===== src/rtl/keypad16_scanner_pkg.sv =====
// Shared keypad16 definitions (keypad16_defs): matrix geometry, scan-state encoding,
// idle row drive pattern and a helper that classifies a debounced key vector.
package keypad16_scanner_pkg;

    localparam int ROW_COUNT = 4;
    localparam int COL_COUNT = 4;
    localparam int KEY_COUNT = ROW_COUNT * COL_COUNT;

    localparam logic [ROW_COUNT-1:0] ROWS_RESET = 4'b1110;

    typedef enum logic [1:0] {
        ROW0 = 2'd0,
        ROW1 = 2'd1,
        ROW2 = 2'd2,
        ROW3 = 2'd3
    } scanState_e;

    typedef enum logic [1:0] {
        KEY_NONE = 2'd0,
        KEY_ONE  = 2'd1,
        KEY_MANY = 2'd2
    } keyClass_e;

    function automatic logic [ROW_COUNT-1:0] rowDrive(input scanState_e state);
        rowDrive = ~(4'b0001 << state);
    endfunction

    // v & (v-1) clears the lowest set bit, so a zero result means at most one key is down.
    function automatic keyClass_e keyClass(input logic [KEY_COUNT-1:0] v);
        if (v == '0) begin
            keyClass = KEY_NONE;
        end else if ((v & (v - 16'd1)) == '0) begin
            keyClass = KEY_ONE;
        end else begin
            keyClass = KEY_MANY;
        end
    endfunction

endpackage


===== src/rtl/keypad16_scanner_debounce.sv =====
// Column synchronizer plus snapshot assembly and stable-scan counting for the keypad16 scanner.
module keypad16_debounce
    import keypad16_scanner_pkg::*;
#(
    parameter int DEBOUNCE_SCANS = 3
) (
    input  logic                 clk,
    input  logic                 rst_n,
    input  logic [COL_COUNT-1:0] cols_i,
    input  logic                 sample_i,
    input  scanState_e           row_i,
    input  logic                 wrap_i,
    output logic                 accept_o,
    output logic [KEY_COUNT-1:0] state_o
);

    localparam logic [3:0] STABLE_MAX = 4'(DEBOUNCE_SCANS);

    logic [COL_COUNT-1:0] colsMeta_q;
    logic [COL_COUNT-1:0] colsSync_q;
    logic [KEY_COUNT-1:0] snap_q,   snap_d;
    logic [KEY_COUNT-1:0] prev_q,   prev_d;
    logic [3:0]           stable_q, stable_d;
    logic                 accept_q, accept_d;

    always_ff @(posedge clk) begin
        if (!rst_n) begin
            colsMeta_q <= '1;
            colsSync_q <= '1;
            snap_q     <= '0;
            prev_q     <= '0;
            stable_q   <= '0;
            accept_q   <= 1'b0;
        end else begin
            colsMeta_q <= cols_i;
            colsSync_q <= colsMeta_q;
            snap_q     <= snap_d;
            prev_q     <= prev_d;
            stable_q   <= stable_d;
            accept_q   <= accept_d;
        end
    end

    // On the wrap the ROW3 nibble is captured in the same clock, so compare the updated snapshot.
    always_comb begin
        snap_d   = snap_q;
        prev_d   = prev_q;
        stable_d = stable_q;
        accept_d = 1'b0;
        if (sample_i) begin
            snap_d[int'(row_i)*COL_COUNT +: COL_COUNT] = ~colsSync_q;
        end
        if (wrap_i) begin
            if (snap_d == prev_q) begin
                if (stable_q != STABLE_MAX) begin
                    stable_d = stable_q + 4'd1;
                    accept_d = ((stable_q + 4'd1) == STABLE_MAX);
                end
            end else begin
                stable_d = '0;
                prev_d   = snap_d;
            end
        end
    end

    assign accept_o = accept_q;
    assign state_o  = prev_q;

endmodule


===== src/rtl/keypad16_scanner.sv =====
// 4x4 keypad row scanner with debounced one-hot key output and multi-key flag.
// Define KEYPAD16_SCANNER_REPEAT_EN to add auto-repeat of key_valid while a key is held.
module keypad16_scanner
    import keypad16_scanner_pkg::*;
#(
    parameter int SCAN_DIV       = 4,
    parameter int DEBOUNCE_SCANS = 3,
    parameter int REPEAT_SCANS   = 8
) (
    input  logic                 clk,
    input  logic                 rst_n,
    output logic [ROW_COUNT-1:0] rows,
    input  logic [COL_COUNT-1:0] cols,
    output logic [KEY_COUNT-1:0] keys,
    output logic                 key_valid,
    output logic                 multi
);

    localparam int DIV_W = (SCAN_DIV > 1) ? $clog2(SCAN_DIV) : 1;
    localparam logic [DIV_W-1:0] DIV_LAST = DIV_W'(SCAN_DIV - 1);

    if (SCAN_DIV < 4 || DEBOUNCE_SCANS < 1 || DEBOUNCE_SCANS > 15 || REPEAT_SCANS < 1) begin : g_badParams
        $error("keypad16_scanner: illegal parameter value");
    end

    scanState_e             state_q,  state_d;
    logic [DIV_W-1:0]       divCnt_q, divCnt_d;
    logic [KEY_COUNT-1:0]   keys_q,   keys_d;
    logic                   multi_q,  multi_d;
    logic                   valid_q,  valid_d;
    logic                   lastSlot;
    logic                   wrap;
    logic                   accept;
    logic [KEY_COUNT-1:0]   debState;

    assign lastSlot = (divCnt_q == DIV_LAST);
    assign wrap     = lastSlot && (state_q == ROW3);

    always_ff @(posedge clk) begin
        if (!rst_n) begin
            state_q  <= ROW0;
            divCnt_q <= '0;
        end else begin
            state_q  <= state_d;
            divCnt_q <= divCnt_d;
        end
    end

    always_comb begin
        state_d  = state_q;
        divCnt_d = divCnt_q + DIV_W'(1);
        if (lastSlot) begin
            divCnt_d = '0;
            case (state_q)
                ROW0:    state_d = ROW1;
                ROW1:    state_d = ROW2;
                ROW2:    state_d = ROW3;
                default: state_d = ROW0;
            endcase
        end
    end

    assign rows = rowDrive(state_q);

    keypad16_debounce #(
        .DEBOUNCE_SCANS(DEBOUNCE_SCANS)
    ) u_debounce (
        .clk     (clk),
        .rst_n   (rst_n),
        .cols_i  (cols),
        .sample_i(lastSlot),
        .row_i   (state_q),
        .wrap_i  (wrap),
        .accept_o(accept),
        .state_o (debState)
    );

`ifdef KEYPAD16_SCANNER_REPEAT_EN
    localparam int REP_W = (REPEAT_SCANS > 1) ? $clog2(REPEAT_SCANS) : 1;
    localparam logic [REP_W-1:0] REP_LAST = REP_W'(REPEAT_SCANS - 1);

    logic [REP_W-1:0] repCnt_q, repCnt_d;
    logic             wrapDly_q;
`endif

    always_ff @(posedge clk) begin
        if (!rst_n) begin
            keys_q    <= '0;
            multi_q   <= 1'b0;
            valid_q   <= 1'b0;
`ifdef KEYPAD16_SCANNER_REPEAT_EN
            repCnt_q  <= '0;
            wrapDly_q <= 1'b0;
`endif
        end else begin
            keys_q    <= keys_d;
            multi_q   <= multi_d;
            valid_q   <= valid_d;
`ifdef KEYPAD16_SCANNER_REPEAT_EN
            repCnt_q  <= repCnt_d;
            wrapDly_q <= wrap;
`endif
        end
    end

    // A multi-key state parks keys at 0, so returning to a single key counts as a new event.
    // Repeat ticks use the delayed wrap so they land one clock after a wrap, like accepts do.
    always_comb begin
        keys_d  = keys_q;
        multi_d = multi_q;
        valid_d = 1'b0;
`ifdef KEYPAD16_SCANNER_REPEAT_EN
        repCnt_d = repCnt_q;
`endif
        if (accept) begin
            case (keyClass(debState))
                KEY_NONE: begin
                    keys_d  = '0;
                    multi_d = 1'b0;
                end
                KEY_ONE: begin
                    keys_d  = debState;
                    multi_d = 1'b0;
                end
                default: begin
                    keys_d  = '0;
                    multi_d = 1'b1;
                end
            endcase
            valid_d = (keys_d != '0) && (keys_d != keys_q);
        end
`ifdef KEYPAD16_SCANNER_REPEAT_EN
        if ((keys_d != keys_q) || (keys_q == '0)) begin
            repCnt_d = '0;
        end else if (wrapDly_q) begin
            if (repCnt_q == REP_LAST) begin
                repCnt_d = '0;
                valid_d  = 1'b1;
            end else begin
                repCnt_d = repCnt_q + REP_W'(1);
            end
        end
`endif
    end

    assign keys      = keys_q;
    assign multi     = multi_q;
    assign key_valid = valid_q;

endmodule


===== config.mk =====
export PLATFORM = sky130hd
export DESIGN_NAME = keypad16_scanner
export DESIGN_NICKNAME = d
export VERILOG_FILES = /design/src/rtl/keypad16_scanner_pkg.sv /design/src/rtl/keypad16_scanner_debounce.sv /design/src/rtl/keypad16_scanner.sv
export SDC_FILE = /design/constraint.sdc
export NUM_CORES = 1
export LEC_CHECK = 0
export ABC_AREA = 1
export BUFFER_PORTS_ARGS = -buffer_cell sky130_fd_sc_hd__buf_4
export CORE_UTILIZATION = 50
export DETAILED_ROUTE_END_ITERATION = 10
export HOLD_SLACK_MARGIN = 0.02
export PLACE_DENSITY_LB_ADDON = 0.2
export SLEW_MARGIN = 20
export SYNTH_ARGS = -nofsm -noshare
export SYNTH_HDL_FRONTEND = slang
export SYNTH_SLANG_ARGS = --single-unit

===== constraint.sdc =====
create_clock -name clk -period 5.8 [get_ports clk]
set_input_delay 0.29 -clock clk [delete_from_list [all_inputs] [get_ports clk]]
set_output_delay 0.29 -clock clk [all_outputs]
set_load 0.05 [all_outputs]

==> results of run 1 <==
[power breakdown]
group	switching, mW	internal, mW
logic	0.0360	0.0161
registers	0.00342	0.465
clock network	0.195	0.288
[routing by layer]
layer	vias up	share of wire, %	global-route usage, %
met5	-	0	0
met4	0	2.6	10.73
met3	26	4.9	3.981
met2	112	45	38.57
met1	1568	48	35.89
li1	1747	-	-
[stage by stage]
stage | cell area [um2] | power, mW | setup WS, ns | std cells | hold WS (ns)
finish | 4126 | 1.004 | 2.728 | 653 | 0.1246
global route | 4126 | 1.034 | 2.393 | 653 | 0.1213
CTS | 4126 | 1.010 | 2.730 | 653 | 0.1134
detailed placement | 3879 | 0.5315 | 2.770 | 637 | 0.3974
global placement | 3876 | 0.5304 | 2.786 | 637 | 0.3939
floorplan | 3656 | 0.5185 | 3.261 | 532 | 0.3925
[worst paths after layout]
| path | to | cells past startpoint | from | slack, ns |
|---|---|---|---|---|
| max | u_debounce.stable_q[2] | 14 | state_q[0] | 2.73 |
| min | u_debounce.colsMeta_q[2] | 2 | cols[2] | 0.12 |
| max reg2reg | u_debounce.stable_q[2] | 14 | state_q[0] | 2.73 |
| min reg2reg | u_debounce.colsSync_q[3] | 1 | u_debounce.colsMeta_q[3] | 0.42 |
[cells by family (layout without fill, tap and decap cells)]
family                   Yosys count  count (layout)  synth area share (%)
adder cells (fa/ha/maj)           10              10                 3.422
XOR/XNOR                          11              11                 2.635
flip-flops                        67              67                 36.69
AND/OR/NAND/NOR                  267             267                 33.81
AO/OA/AOI/OAI                     79              79                 12.32
buffers and inverters             98             123                 11.12
[layout make-up]
class	instances	share of cell area [%]
clock buffer	9	3.002
clock inverter	7	3.002
inverter	79	7.186
multi-input combinational	367	46.30
sequential	67	32.50
tap	96	2.911
timing repair buffer	28	5.094
[cells in the final DEF, fill, tap and decap left out, drive strengths merged]
master and instances:
a21boi 1, nand4 18, or2 10, o21ai 31
clkbuf 9, and3 1, a21oi 24, nand3 31
clkinvlp 1, o22ai 20, nand2 132, a31oi 1
dfxtp 67, clkinv 3, buf 28, xor2 10
bufinv 3, o32ai 1, inv 79, ha 10
a22o 1, xnor2 1, nor3 5, nand3b 1
nor2 69
[flip-flops by register name (all words and copies together) (netlist names)]
signal,count
keys,16
state_q,2
u_debounce.colsMeta_q,4
multi,1
u_debounce.snap_q,16
u_debounce.accept_o,1
key_valid,1
u_debounce.state_o,16
u_debounce.colsSync_q,4
divCnt_q,2
u_debounce.stable_q,4
[critical path, stage by stage, from the launching register on]
cell,delay [ns]
dfxtp_1,0.50
inv_1,0.21
ha_1,0.44
nor3_4,0.28
nand2_1,0.10
o21ai_1,0.19
xor2_1,0.19
nand4_1,0.16
nor2_2,0.21
nand2_4,0.13
nand2_4,0.30
nand2_4,0.08
nand2_1,0.08
nand2_1,0.06
nor2_2,0.07
==> out/results.ini, run 1 <==
[status]
status = complete, no violations

[cells_and_area]
area.sequential_mm2 = 0.001341
fillers = 653
utilization_pct = 59.42
fin_nets = 568
synthToLayoutAreaGrowth_pct = 12.87
layout-drive-gt1-share_pct = 14.72
multi_input_area_mm2 = 0.001911
num_antenna_cells = 0

[sta]
finalSetupViolCount = 0
hold_viol_final = 0
min_period_over_period_pct = 52.97
max_clock_freq_ghz = 0.3255
finalCriticalPeriod_ns = 3.072
skew_ns = 0.008838
final-max-slew-violation-count = 0
fin_tns_setup_ns = 0
rsz0062_at_grt = no
worst_slew_pin_slew_ns = 0.8474
worst_slew_margin_rel_pct = 43.45

[logic_synthesis]
synth_top_area_share_pct = 36.69
avgSynthCellArea_um2 = 6.872
synth-edff-count = 0
seq_area_frac_synth_pct = 36.69
synth_cell_type_count = 35
synthTopCellsByArea = dfxtp_1 (37%), nand2_1 (13%), inv_1 (7.5%), nor2_1 (6.1%), nand3_1 (4.2%)
synth_top_cell_by_area = dfxtp_1
synthTopCellsByCount = nand2_1 (126), inv_1 (73), dfxtp_1 (67)
synthesis.area_mm2 = 0.003656
ys_warn_count = 0
synth.most_common_cell = nand2_1
syn-num-nets = 548
async_flop_share_pct = 0
ys_ff_latch = 67
synthCells = 532
synth_ff_type = dfxtp_1

[critical_path]
cp-end-kind = flip-flop
worst_ep_required_time_ns = 6.09
crit_arrival_ns = 3.36
worstPathMaxFanout = 29
cp-start-kind = flip-flop
critPathKind = flip-flop to flip-flop

[floorplanning]
row_count = 30
fp.coreArea_mm2 = 0.006944
dieArea_mm2 = 0.007658
die_h_um = 87.51
fp.dieW_um = 87.51
start_util_pct = 52.65
io_pins = 28

[clock_network]
tritoncts = done
clk_latency_ns = 0.35
cts_resized = 0
ctsHoldBuffers = 0
cts.htree.levels = 3
cts_setup_buffers = 0
cts_buffers = 9
ctsLongestPathBuffers = 2
clkSinkCount = 67
cts_root_buffer = clkbuf_8
cts.clk_slew.worst_paths_ns = 0.08

[routing]
drcViolationCount = 0
vias = 3453
dr.pass1.iters = 5
viasPerCell = 5.288
routed_wl_mm = 8.729
first_iter_violations = 268
wl_per_cell_um = 13.37
ant_nets = 0

[placement]
place_hpwl_mm = 6.365
io_buffers = 27
finalWeightedCongestion = 0.9369

[grt]
grt_max_degree = 35
grt_pass1_wl_mm = 14.98
grt_pass1_vias = 3223
grt_use_total_pct = 25.42
grt.overflow.total = 0
antenna_found_initial = 0

[power]
peakVddDrop_v = 0.0001744
power_density_mw_per_mm2 = 243.3
p_leak_nw = 1.918

[worst_hold_path]
hp-class = input pin to flip-flop

[run]
max-cap-violations = 0

Note: power is estimated with default switching activity, not from simulation.
==> inputs of run 2 (changes only) <==
ABC_AREA = 0   (was 1)
clock period = 3.1 ns   (was 5.8 ns; I/O delays follow)
==> run 2 against run 1 <==
  * Combinational power increased by 58%
  * Sequential cell count unchanged
  * Worst setup slack got worse by 2.7 ns
  * Largest power group is now sequential cells
  * Critical endpoint is now u_debounce.accept_o
  * Utilization increased by 3.4 points
  * Final area decreased by 0.64%
  * First-iteration DRC count decreased by 34%
  * Synthesized cell count decreased by 28%
==> out/results.ini, run 2 <==
[power]
power_density_mw_per_mm2 = 413.2
power.total_mw = 1.694
p_leak_nw = 1.788
peakVddDrop_v = 0.0003820

[clock_network]
clkSinkCount = 67
cts.htree.levels = 3
cts_root_buffer = clkbuf_8
cts_buffers = 9
ctsLongestPathBuffers = 2
tritoncts = done
cts.clk_slew.worst_paths_ns = 0.08
clk_latency_ns = 0.35

[logic_synthesis]
synth_top_cell_by_area = dfxtp_1
synth-edff-count = 0
synth.most_common_cell = dfxtp_1
synth_cell_type_count = 52
synth_top_family_by_area = simple AND/OR/NAND/NOR gates
avgSynthCellArea_um2 = 9.097
ys_warn_count = 0
synthAdderAreaFrac_pct = 3.610
syn-num-nets = 397
synth_compound_area_share_pct = 17.80
synth_ff_type = dfxtp_1
seq_area_frac_synth_pct = 38.70
synthTopCellsByCount = dfxtp_1 (67), inv_1 (30), nand2_1 (28)
synth-xor-area-share_pct = 6.318
synthMuxAreaShare_pct = 5.054
synthesis.area_mm2 = 0.003466
async_flop_share_pct = 0
synthSimpleGateAreaFrac_pct = 20.87
ys_ff_latch = 67
synthTopCellsByArea = dfxtp_1 (39%), a22o_1 (4.3%), o32ai_1 (4.3%), xnor2_1 (4.0%), mux2i_1 (3.8%)
synth_top_area_share_pct = 38.70
synthCells = 381

[status]
status = complete, no violations

[grt]
grt.overflow.total = 0
grt_use_total_pct = 23.54
grt_pass1_vias = 2837
antenna_found_initial = 0
grt_pass1_wl_mm = 13.42
grt_max_degree = 46

[placement]
place_hpwl_mm = 5.611
dpl_cell_area_mm2 = 0.003777
finalWeightedCongestion = 0.8819
place_ws_ns = 0.001578
io_buffers = 27

[sta]
finalSetupViolCount = 0
final-max-slew-violation-count = 0
worst_slew_margin_rel_pct = 56.46
skew_ns = 0.006863
worst_slew_pin_slew_ns = 0.6520
max_clock_freq_ghz = 0.3302
min_period_over_period_pct = 97.70
rsz0062_at_grt = yes
fin_ws_ns = 0.07128
finalCriticalPeriod_ns = 3.029
hold_viol_final = 0

[critical_path]
path_delay_family = simple AND/OR/NAND/NOR gates
worst_ep_required_time_ns = 3.36
cpPeakStageDelay_ns = 0.41
worstPathCellList = inv_1 -> ha_2 -> nand3b_1 -> buf_4 -> o32ai_2 -> xor2_1 -> nor4_1 -> nand4_1 -> or2_2 -> nor4_2
cp-start-kind = flip-flop
worstPathMaxFanout = 8
cp-end-kind = flip-flop
crit_arrival_ns = 3.29
critPathKind = flip-flop to flip-flop
timing.critical_path.buf_inv = 2
worst_path_max_delay_cell = ha_2

[floorplanning]
io_pins = 28
row_count = 29
die_h_um = 85.26
fp.dieW_um = 85.26
fp.coreArea_mm2 = 0.006531
dieArea_mm2 = 0.007268
start_util_pct = 53.07

[run]
max-cap-violations = 0

[cells_and_area]
layout-drive-gt1-share_pct = 21.99
num_antenna_cells = 0
final_common_cell = dfxtp_1
final_cell_mix = dfxtp_1 (66), buf_4 (51), inv_1 (30)
fin_area_mm2 = 0.004100
fin_nets = 434
fillers = 578
synthToLayoutAreaGrowth_pct = 18.30

[routing]
first_iter_violations = 177
wl_per_cell_um = 16.12
ant_nets = 0
routed_wl_mm = 8.061
dr.pass1.iters = 4
drcViolationCount = 0
vias = 2957
viasPerCell = 5.914

[worst_hold_path]
hp-class = input pin to flip-flop

==> run 2: cell count changes after synthesis, sizes merged, moves of 13 or more <==
cell,before,now
a22o,1,17
nor2,69,23
inv,78,30
nor4,0,13
nand2,132,28
o32ai,1,17
o22ai,20,1
mux2i,0,13
nand4,18,5
o21ai,31,4
a21oi,24,3
xnor2,1,16
nand3,31,5
==> run 2: path summary, 6_finish.rpt <==
kind                            slack [ns]                     start  cells past startpoint                  endpoint
worst min register to register        0.41  u_debounce.colsMeta_q[3]                      1  u_debounce.colsSync_q[3]
worst max register to register        0.07                state_q[1]                     10       u_debounce.accept_o
worst max-delay path                  0.07                state_q[1]                     10       u_debounce.accept_o
worst min-delay path                  0.22                     rst_n                      2  u_debounce.colsSync_q[0]
==> run 2: final cells by class <==
cell class                      instances  area, um2  share of cell area (%)
Timing Repair Buffer                   56      434.2                   10.59
Sequential cell                        67       1343                   32.74
Tap cell                               77      96.34                   2.350
Multi-Input combinational cell        254       1914                   46.69
Clock inverter                          7      76.32                   1.861
Inverter                               30      112.6                   2.746
Clock buffer                            9      123.9                   3.021
==> run 2: cells by family after synthesis <==
group,count (synthesis)
AO/OA/AOI/OAI,75
XOR/XNOR,25
adder cells (fa/ha/maj),10
buffers and inverters,60
flip-flops,67
multiplexers,17
AND/OR/NAND/NOR,127
==> run 2: power by group <==
| part | switching (mW) | leakage, nW | internal, mW |
|---|---|---|---|
| clock | 0.359 | 0.0958 | 0.375 |
| combinational | 0.0495 | 1.15 | 0.0326 |
| sequential | 0.00663 | 0.543 | 0.871 |
==> run 2: per-stage QoR <==
stage	util [%]	TNS, ns	instances	hold slack (ns)
floorplan	-	0	381	0.2565
global placement	57.84	0	477	0.3380
detailed placement	57.84	0	477	0.3418
CTS	61.86	0	497	0.1967
global route	62.78	-0.2073	500	0.2129
finish	62.78	0	500	0.2206
==> run 2: repair_timing <==
action / in CTS / in global routing
endpoints found under the hold margin: 4 / 0
setup endpoints to repair: 1 / 20
gates resized for setup: 3 / 8
hold buffers: 4 / 0
pin swaps: 0 / 2
buffers inserted: 0 / 3
==> run 2: worst reg2reg max path: stages, from the launching register on <==
cell and delay, ns:
dfxtp_2 0.37, inv_1 0.10, ha_2 0.41, nand3b_1 0.24
buf_4 0.22, o32ai_2 0.24, xor2_1 0.14, nor4_1 0.31
nand4_1 0.26, or2_2 0.40, nor4_2 0.25
==> run 2: layer usage <==
metal  global-route usage [%]  wire length, um  vias to the layer above
li1                         -                -                     1447
met1                    31.10             3745                     1422
met2                    37.54             3810                       75
met3                    5.934              391                       13
met4                    8.182              114                        0
met5                        0                0                        -
